[src/rtl/led_count_ctrl_pkg.sv]
// Shared types and defaults for the LED counter run/pause/step controller.
package led_ctrl_pkg;

    typedef enum logic [1:0] {
        CLEAR = 2'd0,
        RUN   = 2'd1,
        PAUSE = 2'd2,
        STEP  = 2'd3
    } ctrl_state_t;

    localparam int TICK_DIV_DEF  = 50_000_000;
    localparam int DB_CYCLES_DEF = 1_000_000;

    // Bounce mode turns around at the limits so the datapath never wraps.
    function automatic logic next_dir(
        input logic dir,
        input logic bounce,
        input logic sw_dir,
        input logic at_max,
        input logic at_zero
    );
        logic nd;
        if (!bounce) begin
            nd = sw_dir;
        end else if (dir && at_max) begin
            nd = 1'b0;
        end else if (!dir && at_zero) begin
            nd = 1'b1;
        end else begin
            nd = dir;
        end
        return nd;
    endfunction

endpackage

[src/rtl/led_count_ctrl_debounce.sv]
// Two-flop synchroniser, stability-count debouncer and registered rising-edge
// detector for one asynchronous board input.
module debounce
    import led_ctrl_pkg::*;
#(
    parameter int DB_CYCLES = DB_CYCLES_DEF
) (
    input  logic clk,
    input  logic rst_n,
    input  logic din,
    output logic level,
    output logic press
);

    localparam int CW = (DB_CYCLES > 1) ? $clog2(DB_CYCLES) : 1;
    localparam logic [CW-1:0] CNT_LAST = CW'(DB_CYCLES - 1);

    logic          sync1_r;
    logic          sync2_r;
    logic          level_r;
    logic          level_d_r;
    logic          press_r;
    logic [CW-1:0] cnt_r;

    // Synchronise the raw input into the clock domain
    always_ff @(posedge clk or negedge rst_n) begin
        if (!rst_n) begin
            sync1_r <= 1'b0;
            sync2_r <= 1'b0;
        end else begin
            sync1_r <= din;
            sync2_r <= sync1_r;
        end
    end

    // Accept a new level only after DB_CYCLES consecutive differing samples
    always_ff @(posedge clk or negedge rst_n) begin
        if (!rst_n) begin
            level_r <= 1'b0;
            cnt_r   <= {CW{1'b0}};
        end else if (sync2_r != level_r) begin
            if (cnt_r == CNT_LAST) begin
                level_r <= sync2_r;
                cnt_r   <= {CW{1'b0}};
            end else begin
                level_r <= level_r;
                cnt_r   <= cnt_r + CW'(1);
            end
        end else begin
            level_r <= level_r;
            cnt_r   <= {CW{1'b0}};
        end
    end

    // One-cycle press on the rising edge of the debounced level
    always_ff @(posedge clk or negedge rst_n) begin
        if (!rst_n) begin
            level_d_r <= 1'b0;
            press_r   <= 1'b0;
        end else begin
            level_d_r <= level_r;
            press_r   <= level_r & ~level_d_r;
        end
    end

    assign level = level_r;
    assign press = press_r;

endmodule

[src/rtl/led_count_ctrl.sv]
// Run/pause/step controller: debounced user inputs, tick prescaler, control FSM
// and direction register issuing registered strobes to the LED counter.
module led_count_ctrl
    import led_ctrl_pkg::*;
#(
    parameter int W         = 4,
    parameter int TICK_DIV  = TICK_DIV_DEF,
    parameter int DB_CYCLES = DB_CYCLES_DEF
) (
    input  logic         clk,
    input  logic         rst_btn_n,
    input  logic         sw_dir,
    input  logic         sw_bounce,
    input  logic         btn_pause,
    input  logic         btn_step,
    input  logic         btn_clr,
    input  logic [W-1:0] cnt_val,
    output logic         cnt_en,
    output logic         cnt_up,
    output logic         cnt_clr,
    output logic [1:0]   state
);

    localparam int PW = $clog2(TICK_DIV);
    localparam logic [PW-1:0] PRE_LAST = PW'(TICK_DIV - 1);
    localparam logic [W-1:0]  CNT_MAX  = {W{1'b1}};

    ctrl_state_t   state_r;
    ctrl_state_t   ret_r;
    logic [PW-1:0] presc_r;
    logic          dir_r;
    logic          cnt_en_r;
    logic          cnt_up_r;
    logic          cnt_clr_r;
    logic          bounce_sync1_r;
    logic          bounce_sync2_r;

    logic dir_level_s;
    logic dir_press_unused;
    logic pause_press_s;
    logic step_press_s;
    logic clr_press_s;
    logic pause_level_unused;
    logic step_level_unused;
    logic clr_level_unused;
    logic tick_s;
    logic dir_next_s;

    debounce #(.DB_CYCLES(DB_CYCLES)) u_db_dir (
        .clk(clk), .rst_n(rst_btn_n), .din(sw_dir),
        .level(dir_level_s), .press(dir_press_unused)
    );
    debounce #(.DB_CYCLES(DB_CYCLES)) u_db_pause (
        .clk(clk), .rst_n(rst_btn_n), .din(btn_pause),
        .level(pause_level_unused), .press(pause_press_s)
    );
    debounce #(.DB_CYCLES(DB_CYCLES)) u_db_step (
        .clk(clk), .rst_n(rst_btn_n), .din(btn_step),
        .level(step_level_unused), .press(step_press_s)
    );
    debounce #(.DB_CYCLES(DB_CYCLES)) u_db_clr (
        .clk(clk), .rst_n(rst_btn_n), .din(btn_clr),
        .level(clr_level_unused), .press(clr_press_s)
    );

    // Bounce switch is a static mode select, so it is synchronised only
    always_ff @(posedge clk or negedge rst_btn_n) begin
        if (!rst_btn_n) begin
            bounce_sync1_r <= 1'b0;
            bounce_sync2_r <= 1'b0;
        end else begin
            bounce_sync1_r <= sw_bounce;
            bounce_sync2_r <= bounce_sync1_r;
        end
    end

    // Tick detect and direction to use if a count event happens this cycle
    always_comb begin
        tick_s     = (presc_r == PRE_LAST);
        dir_next_s = next_dir(dir_r, bounce_sync2_r, dir_level_s,
                              (cnt_val == CNT_MAX), (cnt_val == {W{1'b0}}));
    end

    // Control FSM with prescaler, direction register and registered strobes
    always_ff @(posedge clk or negedge rst_btn_n) begin
        if (!rst_btn_n) begin
            state_r   <= CLEAR;
            ret_r     <= RUN;
            presc_r   <= {PW{1'b0}};
            dir_r     <= 1'b1;
            cnt_en_r  <= 1'b0;
            cnt_up_r  <= 1'b1;
            cnt_clr_r <= 1'b0;
        end else begin
            cnt_en_r  <= 1'b0;
            cnt_clr_r <= 1'b0;
            case (state_r)
                // After reset cnt_clr_r is low, so CLEAR first issues the strobe
                CLEAR: begin
                    presc_r <= {PW{1'b0}};
                    if (cnt_clr_r) begin
                        state_r <= ret_r;
                    end else begin
                        cnt_clr_r <= 1'b1;
                        state_r   <= CLEAR;
                    end
                end
                RUN: begin
                    if (clr_press_s) begin
                        ret_r     <= RUN;
                        state_r   <= CLEAR;
                        cnt_clr_r <= 1'b1;
                        presc_r   <= {PW{1'b0}};
                    end else if (pause_press_s) begin
                        state_r <= PAUSE;
                        presc_r <= {PW{1'b0}};
                    end else if (tick_s) begin
                        presc_r  <= {PW{1'b0}};
                        dir_r    <= dir_next_s;
                        cnt_up_r <= dir_next_s;
                        cnt_en_r <= 1'b1;
                    end else begin
                        presc_r <= presc_r + PW'(1);
                    end
                end
                PAUSE: begin
                    presc_r <= {PW{1'b0}};
                    if (clr_press_s) begin
                        ret_r     <= PAUSE;
                        state_r   <= CLEAR;
                        cnt_clr_r <= 1'b1;
                    end else if (pause_press_s) begin
                        state_r <= RUN;
                    end else if (step_press_s) begin
                        state_r <= STEP;
                    end else begin
                        state_r <= PAUSE;
                    end
                end
                STEP: begin
                    presc_r <= {PW{1'b0}};
                    if (clr_press_s) begin
                        ret_r     <= PAUSE;
                        state_r   <= CLEAR;
                        cnt_clr_r <= 1'b1;
                    end else begin
                        dir_r    <= dir_next_s;
                        cnt_up_r <= dir_next_s;
                        cnt_en_r <= 1'b1;
                        state_r  <= pause_press_s ? RUN : PAUSE;
                    end
                end
                default: begin
                    state_r <= CLEAR;
                    presc_r <= {PW{1'b0}};
                end
            endcase
        end
    end

    assign cnt_en  = cnt_en_r;
    assign cnt_up  = cnt_up_r;
    assign cnt_clr = cnt_clr_r;
    assign state   = state_r;

endmodule

[config.mk]
export PLATFORM = sky130hd
export DESIGN_NAME = led_count_ctrl
export DESIGN_NICKNAME = d
export VERILOG_FILES = /design/src/rtl/led_count_ctrl_pkg.sv /design/src/rtl/led_count_ctrl_debounce.sv /design/src/rtl/led_count_ctrl.sv
export SDC_FILE = /design/constraint.sdc
export NUM_CORES = 1
export LEC_CHECK = 0
export ABC_AREA = 1
export CAP_MARGIN = 40
export CORE_MARGIN = 2
export CORE_UTILIZATION = 45
export DETAILED_ROUTE_END_ITERATION = 16
export DONT_BUFFER_PORTS = 1
export GPL_TIMING_DRIVEN = 0
export PLACE_DENSITY = 0.61
export SKIP_LAST_GASP = 1
export SLEW_MARGIN = 15
export SYNTH_ARGS = -nofsm -noshare
export SYNTH_HDL_FRONTEND = slang
export SYNTH_SLANG_ARGS = --single-unit
[constraint.sdc]
create_clock -name clk -period 2.45 [get_ports clk]
set_input_delay 0.245 -clock clk [delete_from_list [all_inputs] [get_ports clk]]
set_output_delay 0.245 -clock clk [all_outputs]
set_load 0.05 [all_outputs]
==> impl_metrics.csv, run 1 <==
group,metric,value,unit
power_and_ir_drop,p_leak,3.32,nW
synthesis,synth_xor_area_share,6.60,%
place,place_ws,672,ps
power_and_ir_drop,p_sw_share,22.0,%
timing,drv_slew,0,
timing,fin_tns_setup,0,ps
clock_network,root_buffer,"clkbuf_16",
synthesis,synth_top_family_by_area,"simple AND/OR/NAND/NOR gates",
setup_path,arrival,2140,ps
global_routing,grt_pass1_vias,5049,
layout,drive_gt1_share,8.89,%
floorplanning,coreArea,15100,um^2
setup_path,worstSetupEndpointType,"flip-flop",
clock_network,ctsHoldBuffers,5,
timing,post-route-min-period,1780,ps
status,run_status,"finished, violations left",
timing,worstMarginPinSlew,735,ps
power_and_ir_drop,power_density,643,nW/um^2
place,place_inst,1062,
layout,final_cell_mix,"nor2_1 (196), nand2_1 (184), dfrtp_1 (131), inv_1 (104), nand3_1 (56)",
synthesis,postSynthRegisterBits,133,
layout,insertedDiodeCount,0,
setup_path,crit_type,"reg -> reg",
layout,finalNetCount,914,
setup_path,crit_path_start,"state[0]",
status,violations,"hold timing",
drt,drc,0,
floorplanning,die_h,128,um
layout,n_fill_cell,1458,
global_routing,grt_pass1_wl,23800,um
timing,fin_crit_sh,72.8,%
drt,via_count,5234,
synthesis,async_flop_share,100,%
power_and_ir_drop,pwr-share-seq,44.7,%
drt,drtIter0Drc,338,
layout,final_core_util,51.7,%
setup_path,cp.required,2800,ps
power_and_ir_drop,p_comb_share,1.5,%
clock_network,clkTransAtPathRegs,60,ps
synthesis,synth.area.mux_share,0,%
timing,finalHoldViolCount,133,
clock_network,insertion_delay,430,ps
setup_path,critPathMaxFanout,10,
setup_path,worstSetupStartpointType,"flip-flop",
hold_path,hold_path.class,"in -> async",
drt,antenna_left,0,
global_routing,use_met2,29.0,%
global_routing,grt_use_met3,4.05,%
setup_path,r2r_start,"state[0]",
synthesis,synth-edff-count,0,
floorplanning,ios,16,
setup_path,crit_end,"presc_r[24]",
timing,timing.fmax,0.560,GHz
floorplanning,fp-row-count,45,
global_routing,grt_usage,18.4,%
floorplanning,die_w,128,um
place,gp_congestion,0.842,
power_and_ir_drop,clkPwrFrac,53.8,%
clock_network,htreeDepth,4,
clock_network,cts_setup_buffers,0,
timing,rsz0062_at_grt,"false",
clock_network,postCtsResizedCells,0,
power_and_ir_drop,netSwitchingPower,1.10,mW
synthesis,syn-cell-area,6880,um^2
synthesis,yosys_warnings,0,
clock_network,cts.sinks,133,
setup_path,worstReg2RegEnd,"presc_r[24]",
synthesis,synth.avg_cell_area,7.87,um^2
job,drv_cap,0,
clock_network,cts.path.max_buffers,2,
drt,drt-vias-per-instance,4.76,
global_routing,grtUsageMet1,24.6,%
drt,drt-total-wl,13400,um
global_routing,grt_overflow,0,
layout,final_cells,1099,
global_routing,grt_max_degree,134,
global_routing,antenna_found_initial,0,
timing,setup_viol,0,
floorplanning,fp.dieArea,16300,um^2
floorplanning,initial_utilization,45.6,%
clock_network,tritoncts,"done",
timing,worst_clock_skew,9.22,ps
synthesis,syn_inst,874,
place,io_buffers,0,
synthesis,synth-adder-area-share,0.909,%
synthesis,seq_area_frac_synth,48.4,%
setup_path,r2r_slack,670,ps
setup_path,rr_worst_depth,7,
clock_network,cts_buffers,17,
global_routing,gr-max-usage-layer,"met2",
place,hpwlAfterDp,9440,um
timing,hold_slack,-482,ps
synthesis,synthSimpleGateAreaFrac,34.0,%
synthesis,synth_cell_types,36,
timing,layout_setup_ws,666,ps
synthesis,synth_ff_type,"dfrtp_1",
power_and_ir_drop,max-vdd-ir-drop,0.000584,V
power_and_ir_drop,internal_power,3.91,mW
synthesis,syn-num-nets,890,
layout,final_common_cell,"nor2_1",
layout,area_delta_synth_final,13.3,%
drt,wl_per_cell,12.2,um
timing,relSlewSlack,51.0,%
drt,dr.pass1.iters,4,
synthesis,synth_compound_area_share,3.75,%
-- power by group through the flow --
stage | registers, mW | clock network [mW] | logic [mW]
final | 2.24 | 2.70 | 0.0753
after global routing | 2.24 | 2.87 | 0.0886
after CTS | 2.24 | 2.78 | 0.0770
after detailed placement | 2.28 | 0 | 0.0705
after global placement | 2.28 | 0 | 0.0697
after floorplan | 2.27 | 0 | 0.0567
-- metal layers --
| metal | part of all wire [%] | routed length [um] | vias up |
|---|---|---|---|
| met5 | 0 | 0 | - |
| met4 | 1.6 | 212 | 0 |
| met3 | 2.6 | 348 | 13 |
| met2 | 46 | 6200 | 51 |
| met1 | 50 | 6660 | 2377 |
| li1 | - | - | 2793 |
-- registers in the layout, indices dropped and copies added, names as in the netlist, 2 cells and up --
| signal | count |
|---|---|
| u_db_dir.cnt_r | 20 |
| ret_r | 2 |
| u_db_clr.cnt_r | 20 |
| state | 2 |
| u_db_pause.cnt_r | 20 |
| presc_r | 26 |
| u_db_step.cnt_r | 20 |
-- synth_stat cells, drive strengths merged, types with 2 or more instances --
master    n  area (um^2)
a21oi    25          125
a31oi     3         18.8
buf       4         37.5
dfrtp   131         3280
dfstp     2         52.6
ha        5         62.6
inv     106          398
nand2   196          766
nand3    58          300
nand3b    4         30.0
nand4    14         87.6
nor2    214          883
nor3     34          213
nor3b     4         35.0
o21ai    12         60.1
o21bai    3         22.5
xnor2    19          174
xor2     32          280
-- cell type report --
class	count	area [um^2]	area share, %
flip-flops and latches	133	3330	42.7
multi-input cells	631	3110	40.0
clock buffers	18	439	5.63
inverters	106	398	5.10
well taps	188	235	3.02
clock inverters	14	190	2.44
repair buffers	5	50.0	0.642
plain buffers	4	37.5	0.482
-- cells by family (layout without fill, tap and decap cells) --
logic type               Yosys count  after routing
AND/OR/NAND/NOR                  528            528
flip-flops                       133            133
buffers and inverters            110            147
XOR/XNOR                          51             51
AO/OA/AOI/OAI                     47             47
adder cells (fa/ha/maj)            5              5
-- critical path, cell delays in order, from the launching register on --
cell	delay, ps
dfrtp_1	670
inv_1	150
nor2_1	190
nand2_1	70
inv_1	180
nand2_2	150
buf_6	180
nor2_1	110
-- stage by stage --
| step | area (um^2) | total power [mW] |
|---|---|---|
| after CTS | 7790 | 5.09 |
| final | 7790 | 5.01 |
| after global placement | 7120 | 2.35 |
| after global routing | 7790 | 5.20 |
| after detailed placement | 7120 | 2.35 |
| after floorplan | 6880 | 2.33 |
-- how the worst min path moves through the flow --
stage / slack [ps] / endpoint / from
after floorplan: -50 / bounce_sync1_r / rst_btn_n
final: -480 / presc_r[20] / rst_btn_n
after detailed placement: -50 / presc_r[25] / rst_btn_n
after CTS: -510 / u_db_clr.cnt_r[18] / rst_btn_n
after global placement: -50 / presc_r[25] / rst_btn_n
after global routing: -510 / cnt_en / rst_btn_n
(Power assumes the default switching activity.)
==> run 2, diff against run 1 <==
--- a/config.mk
+++ b/config.mk
@@ -12,7 +12,7 @@
 export DETAILED_ROUTE_END_ITERATION = 16
 export DONT_BUFFER_PORTS = 1
 export GPL_TIMING_DRIVEN = 0
-export PLACE_DENSITY = 0.61
+export PLACE_DENSITY = 0.63
 export SKIP_LAST_GASP = 1
 export SLEW_MARGIN = 15
 export SYNTH_ARGS = -nofsm -noshare
==> constraint.sdc (replaced) <==
create_clock -name clk -period 1.5 [get_ports clk]
set_input_delay 0.15 -clock clk [delete_from_list [all_inputs] [get_ports clk]]
set_output_delay 0.15 -clock clk [all_outputs]
set_load 0.05 [all_outputs]
==> impl_metrics.csv, run 2 (synthesis gave the netlist of run 1 again) <==
group,metric,value,unit
layout,area_delta_synth_final,21.5,%
clock_network,ctsHoldBuffers,5,
drt,drt-total-wl,14400,um
layout,insertedDiodeCount,0,
timing,post-route-min-period,1530,ps
floorplanning,die_h,128,um
timing,hold_slack,-575,ps
place,place_ws,-326,ps
timing,fin_tns_setup,-140,ps
layout,multi_input_area,3450,um^2
floorplanning,initial_utilization,45.6,%
power_and_ir_drop,power_density,970,nW/um^2
timing,drv_slew,0,
hold_path,hold_path.class,"in -> async",
clock_network,insertion_delay,420,ps
layout,finalNetCount,936,
setup_path,worstReg2RegEnd,"presc_r[19]",
clock_network,htreeDepth,4,
status,run_status,"finished, violations left",
clock_network,clkTransAtPathRegs,60,ps
timing,setup_viol,9,
setup_path,cp_cell_sequence,"ha_4 > nand2_4 > nor2_4 > nand3_2 > nor2_4 > nand2_2 > nand2_4 > bufbuf_16 > nor2_1",
clock_network,cts.sinks,133,
power_and_ir_drop,pwr-share-seq,45.2,%
setup_path,critPathMaxFanout,5,
layout,ff_latch_area,3340,um^2
floorplanning,ios,16,
global_routing,grt_usage,18.6,%
floorplanning,coreArea,15100,um^2
power_and_ir_drop,p_comb_share,2.0,%
setup_path,worstSetupStartpointType,"flip-flop",
timing,relSlewSlack,61.2,%
layout,largest_reg_flops,26,
clock_network,cts_buffers,17,
global_routing,grt_pass1_wl,24400,um
status,violations,"hold timing, setup timing",
place,io_buffers,0,
layout,final_cells,1121,
timing,layout_setup_ws,-27.4,ps
global_routing,grt_max_degree,134,
setup_path,r2r_slack,-30,ps
setup_path,crit_type,"reg -> reg",
setup_path,cp_slowest_cell,"dfrtp_1",
timing,worst_clock_skew,6.43,ps
global_routing,antenna_found_initial,0,
setup_path,arrival,1840,ps
drt,wl_per_cell,12.8,um
setup_path,worstSetupEndpointType,"flip-flop",
layout,drive_gt1_share,16.9,%
place,hpwlAfterDp,9370,um
power_and_ir_drop,clkPwrFrac,52.7,%
layout,final_cell_mix,"nor2_1 (182), nand2_1 (173), dfrtp_1 (127), inv_1 (100), nand3_1 (48)",
timing,rsz0062_at_grt,"true",
global_routing,grt_pass1_vias,5400,
clock_network,cts.path.max_buffers,2,
timing,fin_crit_sh,102,%
drt,antenna_left,0,
layout,n_fill_cell,1395,
drt,drtIter0Drc,333,
job,drv_cap,0,
place,place_inst,1062,
floorplanning,fp.dieArea,16300,um^2
drt,drc,0,
floorplanning,die_w,128,um
clock_network,root_buffer,"clkbuf_16",
drt,dr.pass1.iters,5,
place,gp_congestion,0.897,
setup_path,cp.required,1810,ps
drt,via_count,5545,
power_and_ir_drop,netSwitchingPower,1.78,mW
layout,max_flop_register,"presc_r",
timing,finalHoldViolCount,133,
floorplanning,fp-row-count,45,
power_and_ir_drop,internal_power,6.33,mW
setup_path,slowest_delay,390,ps
timing,timing.fmax,0.655,GHz
global_routing,grt_overflow,0,
power_and_ir_drop,max-vdd-ir-drop,0.00106,V
layout,final_common_cell,"nor2_1",
setup_path,rr_worst_depth,9,
power_and_ir_drop,p_sw_share,22.0,%
drt,drt-vias-per-instance,4.95,
clock_network,tritoncts,"done",
setup_path,r2r_start,"presc_r[0]",
power_and_ir_drop,p_leak,3.60,nW
timing,worstMarginPinSlew,582,ps
==> run 2: changes by cell type in the layout (fill, tap and decap cells not counted), sizes merged <==
cell    before  now
buf          4   25
clkinv       1    7
inv        113  108
bufbuf       0    1
clkbuf      18   17
==> run 2: timing repair <==
| item | in CTS | in global routing |
|---|---|---|
| endpoints found under the hold margin | 138 | 133 |
| buffers inserted | 13 | 8 |
| cloned | 1 | 0 |
| pin swaps | 11 | 21 |
| resized for setup | 29 | 59 |
| setup endpoints to repair | 51 | 85 |
==> run 2: power by group through the flow <==
stage | sequential (mW) | clock [mW] | combinational, mW
floorplan | 3.71 | 0 | 0.0926
global placement | 3.72 | 0 | 0.114
detailed placement | 3.72 | 0 | 0.117
CTS | 3.66 | 4.37 | 0.149
global route | 3.67 | 4.54 | 0.191
finish | 3.67 | 4.28 | 0.166
==> run 2: worst max-delay path by stage <==
stage                     startpoint          end  slack (ps)  depth (start not counted)
after floorplan             state[0]  presc_r[19]          10                          7
after global placement      state[0]  presc_r[24]        -310                          7
after detailed placement    state[0]   presc_r[7]        -330                          7
after CTS                 presc_r[1]  presc_r[19]         -50                          9
after global routing      presc_r[1]  presc_r[21]         -90                          9
final                     presc_r[0]  presc_r[19]         -30                          9
==> run 2: cell type report <==
cell class	instances	area share [%]
Multi-Input combinational cell	631	41.3
Sequential cell	133	39.9
Clock buffer	17	5.09
Inverter	106	4.76
Timing Repair Buffer	27	3.32
Tap cell	188	2.81
Clock inverter	15	2.15
Buffer	4	0.643
==> run 2: critical path, delay by kind of cell, from the launching register on <==
family / cells / cell delay, ps
adders and majority gates: 1 / 170
buffers and inverters: 1 / 260
and+or+nand+nor: 7 / 600
DFF: 1 / 390
==> run 2: stage by stage <==
| step | util, % | total power [mW] | instance area [um^2] |
|---|---|---|---|
| after global routing | 55.4 | 8.40 | 8360 |
| final | 55.4 | 8.11 | 8360 |
| after CTS | 53.3 | 8.17 | 8040 |
| after floorplan | - | 3.81 | 6880 |
| after detailed placement | 47.2 | 3.84 | 7120 |
| after global placement | 47.2 | 3.83 | 7120 |
==> run 2: per-layer routing <==
metal,vias to the layer above,track usage (%),part of all wire (%)
met5,-,0,0
met4,0,6.46,1.6
met3,19,5.05,3.9
met2,93,29.8,47
met1,2595,24.6,47
li1,2838,-,-
==> run 3, diff against run 2 <==
--- a/config.mk
+++ b/config.mk
@@ -7,12 +7,14 @@
 export LEC_CHECK = 0
 export ABC_AREA = 1
 export CAP_MARGIN = 40
-export CORE_MARGIN = 2
+export CORE_MARGIN = 3
 export CORE_UTILIZATION = 45
 export DETAILED_ROUTE_END_ITERATION = 16
 export DONT_BUFFER_PORTS = 1
 export GPL_TIMING_DRIVEN = 0
+export MAX_ROUTING_LAYER = met4
 export PLACE_DENSITY = 0.63
+export SKIP_CTS_REPAIR_TIMING = 1
 export SKIP_LAST_GASP = 1
 export SLEW_MARGIN = 15
 export SYNTH_ARGS = -nofsm -noshare
==> impl_metrics.csv, run 3 (synthesis gave the netlist of run 1 again) <==
group,metric,value,unit
layout,largest_reg_flops,26,
setup_path,worstSetupStartpointType,"flip-flop",
layout,final_common_cell,"nand2_1",
floorplanning,fp-row-count,44,
clock_network,cts.sinks,133,
drt,drt-vias-per-instance,4.91,
drt,dr.pass1.iters,5,
layout,max_flop_register,"presc_r",
hold_path,hold_path.class,"in -> async",
clock_network,insertion_delay,410,ps
power_and_ir_drop,total_power,7.99,mW
timing,worst_clock_skew,6.24,ps
floorplanning,die_w,130,um
timing,rsz0062_at_grt,"true",
clock_network,tritoncts,"done",
floorplanning,fp.dieArea,16800,um^2
setup_path,cp_cell_sequence,"ha_4 > nand2_4 > nor2_4 > nand3_2 > nor2_2 > nand2_2 > nand2_4 > clkbuf_16 > nor2_2",
drt,drc,0,
setup_path,worstReg2RegEnd,"presc_r[2]",
layout,final_cell_mix,"nand2_1 (175), nor2_1 (172), dfrtp_1 (128), inv_1 (102), nand3_1 (50)",
place,gp_congestion,0.864,
drt,wl_per_cell,12.8,um
drt,antenna_left,0,
timing,worstMarginPinSlew,587,ps
floorplanning,die_h,130,um
global_routing,grt_pass1_wl,22700,um
setup_path,critPathMaxFanout,7,
drt,via_count,5474,
timing,setup_viol,15,
setup_path,cp.required,1800,ps
timing,fin_crit_sh,102,%
timing,layout_setup_ws,-28.6,ps
setup_path,cp_slowest_cell,"dfrtp_1",
status,violations,"hold timing, setup timing",
timing,drv_slew,0,
clock_network,htreeDepth,4,
layout,insertedDiodeCount,0,
layout,drive_gt1_share,17.2,%
timing,post-route-min-period,1530,ps
power_and_ir_drop,max-vdd-ir-drop,0.00105,V
job,drv_cap,0,
place,placed_area,7110,um^2
power_and_ir_drop,p_leak,3.56,nW
global_routing,grtUsageMet1,24.4,%
status,run_status,"finished, violations left",
global_routing,grt_use_met3,4.66,%
setup_path,slowest_delay,400,ps
power_and_ir_drop,power_density,960,nW/um^2
layout,final_area,8330,um^2
clock_network,root_buffer,"clkbuf_16",
layout,final_core_util,56.5,%
floorplanning,coreArea,14800,um^2
setup_path,worstSetupEndpointType,"flip-flop",
place,hpwlAfterDp,9420,um
layout,area_delta_synth_final,21.1,%
global_routing,use_met2,25.4,%
clock_network,cts_buffers,17,
global_routing,gr-max-usage-layer,"met2",
place,io_buffers,0,
drt,drtIter0Drc,354,
global_routing,grt_overflow,0,
timing,relSlewSlack,60.9,%
global_routing,grt_max_degree,134,
setup_path,arrival,1830,ps
global_routing,antenna_found_initial,0,
setup_path,r2r_slack,-30,ps
setup_path,rr_worst_depth,9,
drt,drt-total-wl,14300,um
layout,finalNetCount,935,
global_routing,grt_usage,17.5,%
timing,hold_slack,-572,ps
setup_path,crit_type,"reg -> reg",
timing,finalHoldViolCount,133,
place,place_ws,-320,ps
setup_path,r2r_start,"presc_r[1]",
clock_network,cts.path.max_buffers,2,
global_routing,grt_pass1_vias,4764,
clock_network,clkTransAtPathRegs,60,ps
timing,timing.fmax,0.654,GHz
floorplanning,initial_utilization,46.6,%
floorplanning,ios,16,
==> run 3: changes by cell type in the layout (fill, tap and decap cells not counted), moves of 3 or more <==
cell and change:
nor2_1 -10, nor2_2 +7, buf_12 -4, nand2_2 -4
clkbuf_8 +3, clkinv_4 -3, nor2_4 +3, nor3_2 +3
==> run 3: final cells by class <==
type | instances | area [um^2]
Fill cell | 1317 | 6420
Multi-Input combinational cell | 631 | 3480
Sequential cell | 133 | 3340
Clock buffer | 22 | 474
Inverter | 106 | 398
Timing Repair Buffer | 26 | 243
Tap cell | 184 | 230
Clock inverter | 10 | 120
Buffer | 4 | 48.8
==> run 3: worst max-delay path, delay by kind of cell, from the launching register on <==
family        cells  cell delay [ps]
fa+ha+maj         1              170
buf+inv           1              180
flops             1              400
simple gates      7              650
==> run 3: worst max path at each step <==
| stage | startpoint | endpoint | slack [ps] | cells after the start |
|---|---|---|---|---|
| 2_1_floorplan | state[0] | presc_r[19] | 10 | 7 |
| 3_3_place_gp | state[0] | presc_r[22] | -270 | 7 |
| 3_5_place_dp | state[0] | presc_r[19] | -320 | 7 |
| 4_1_cts | state[0] | presc_r[19] | -320 | 7 |
| 5_1_grt | presc_r[0] | presc_r[2] | -110 | 9 |
| 6_report | presc_r[1] | presc_r[2] | -30 | 9 |
==> run 3: report_power, final <==
part / leakage, nW / internal [mW] / total, mW / switching (mW)
combinational: 1.46 / 0.0805 / 0.166 / 0.0855
clock: 0.288 / 2.59 / 4.16 / 1.57
sequential: 1.81 / 3.63 / 3.67 / 0.0423
total: 3.56 / 6.30 / 7.99 / 1.69
==> run 3: through the flow <==
step                std cells  setup TNS [ps]  hold WS (ps)
floorplan                 874               0          -146
global placement         1058           -6800          -138
detailed placement       1058           -7900          -138
CTS                      1090           -8300          -588
global route             1116           -2790          -596
finish                   1116            -239          -572
==> run 3: per-layer routing <==
metal / routed length, um / vias up
met5: 0 / -
met4: 147 / 0
met3: 517 / 11
met2: 6530 / 82
met1: 7120 / 2543
li1: - / 2838
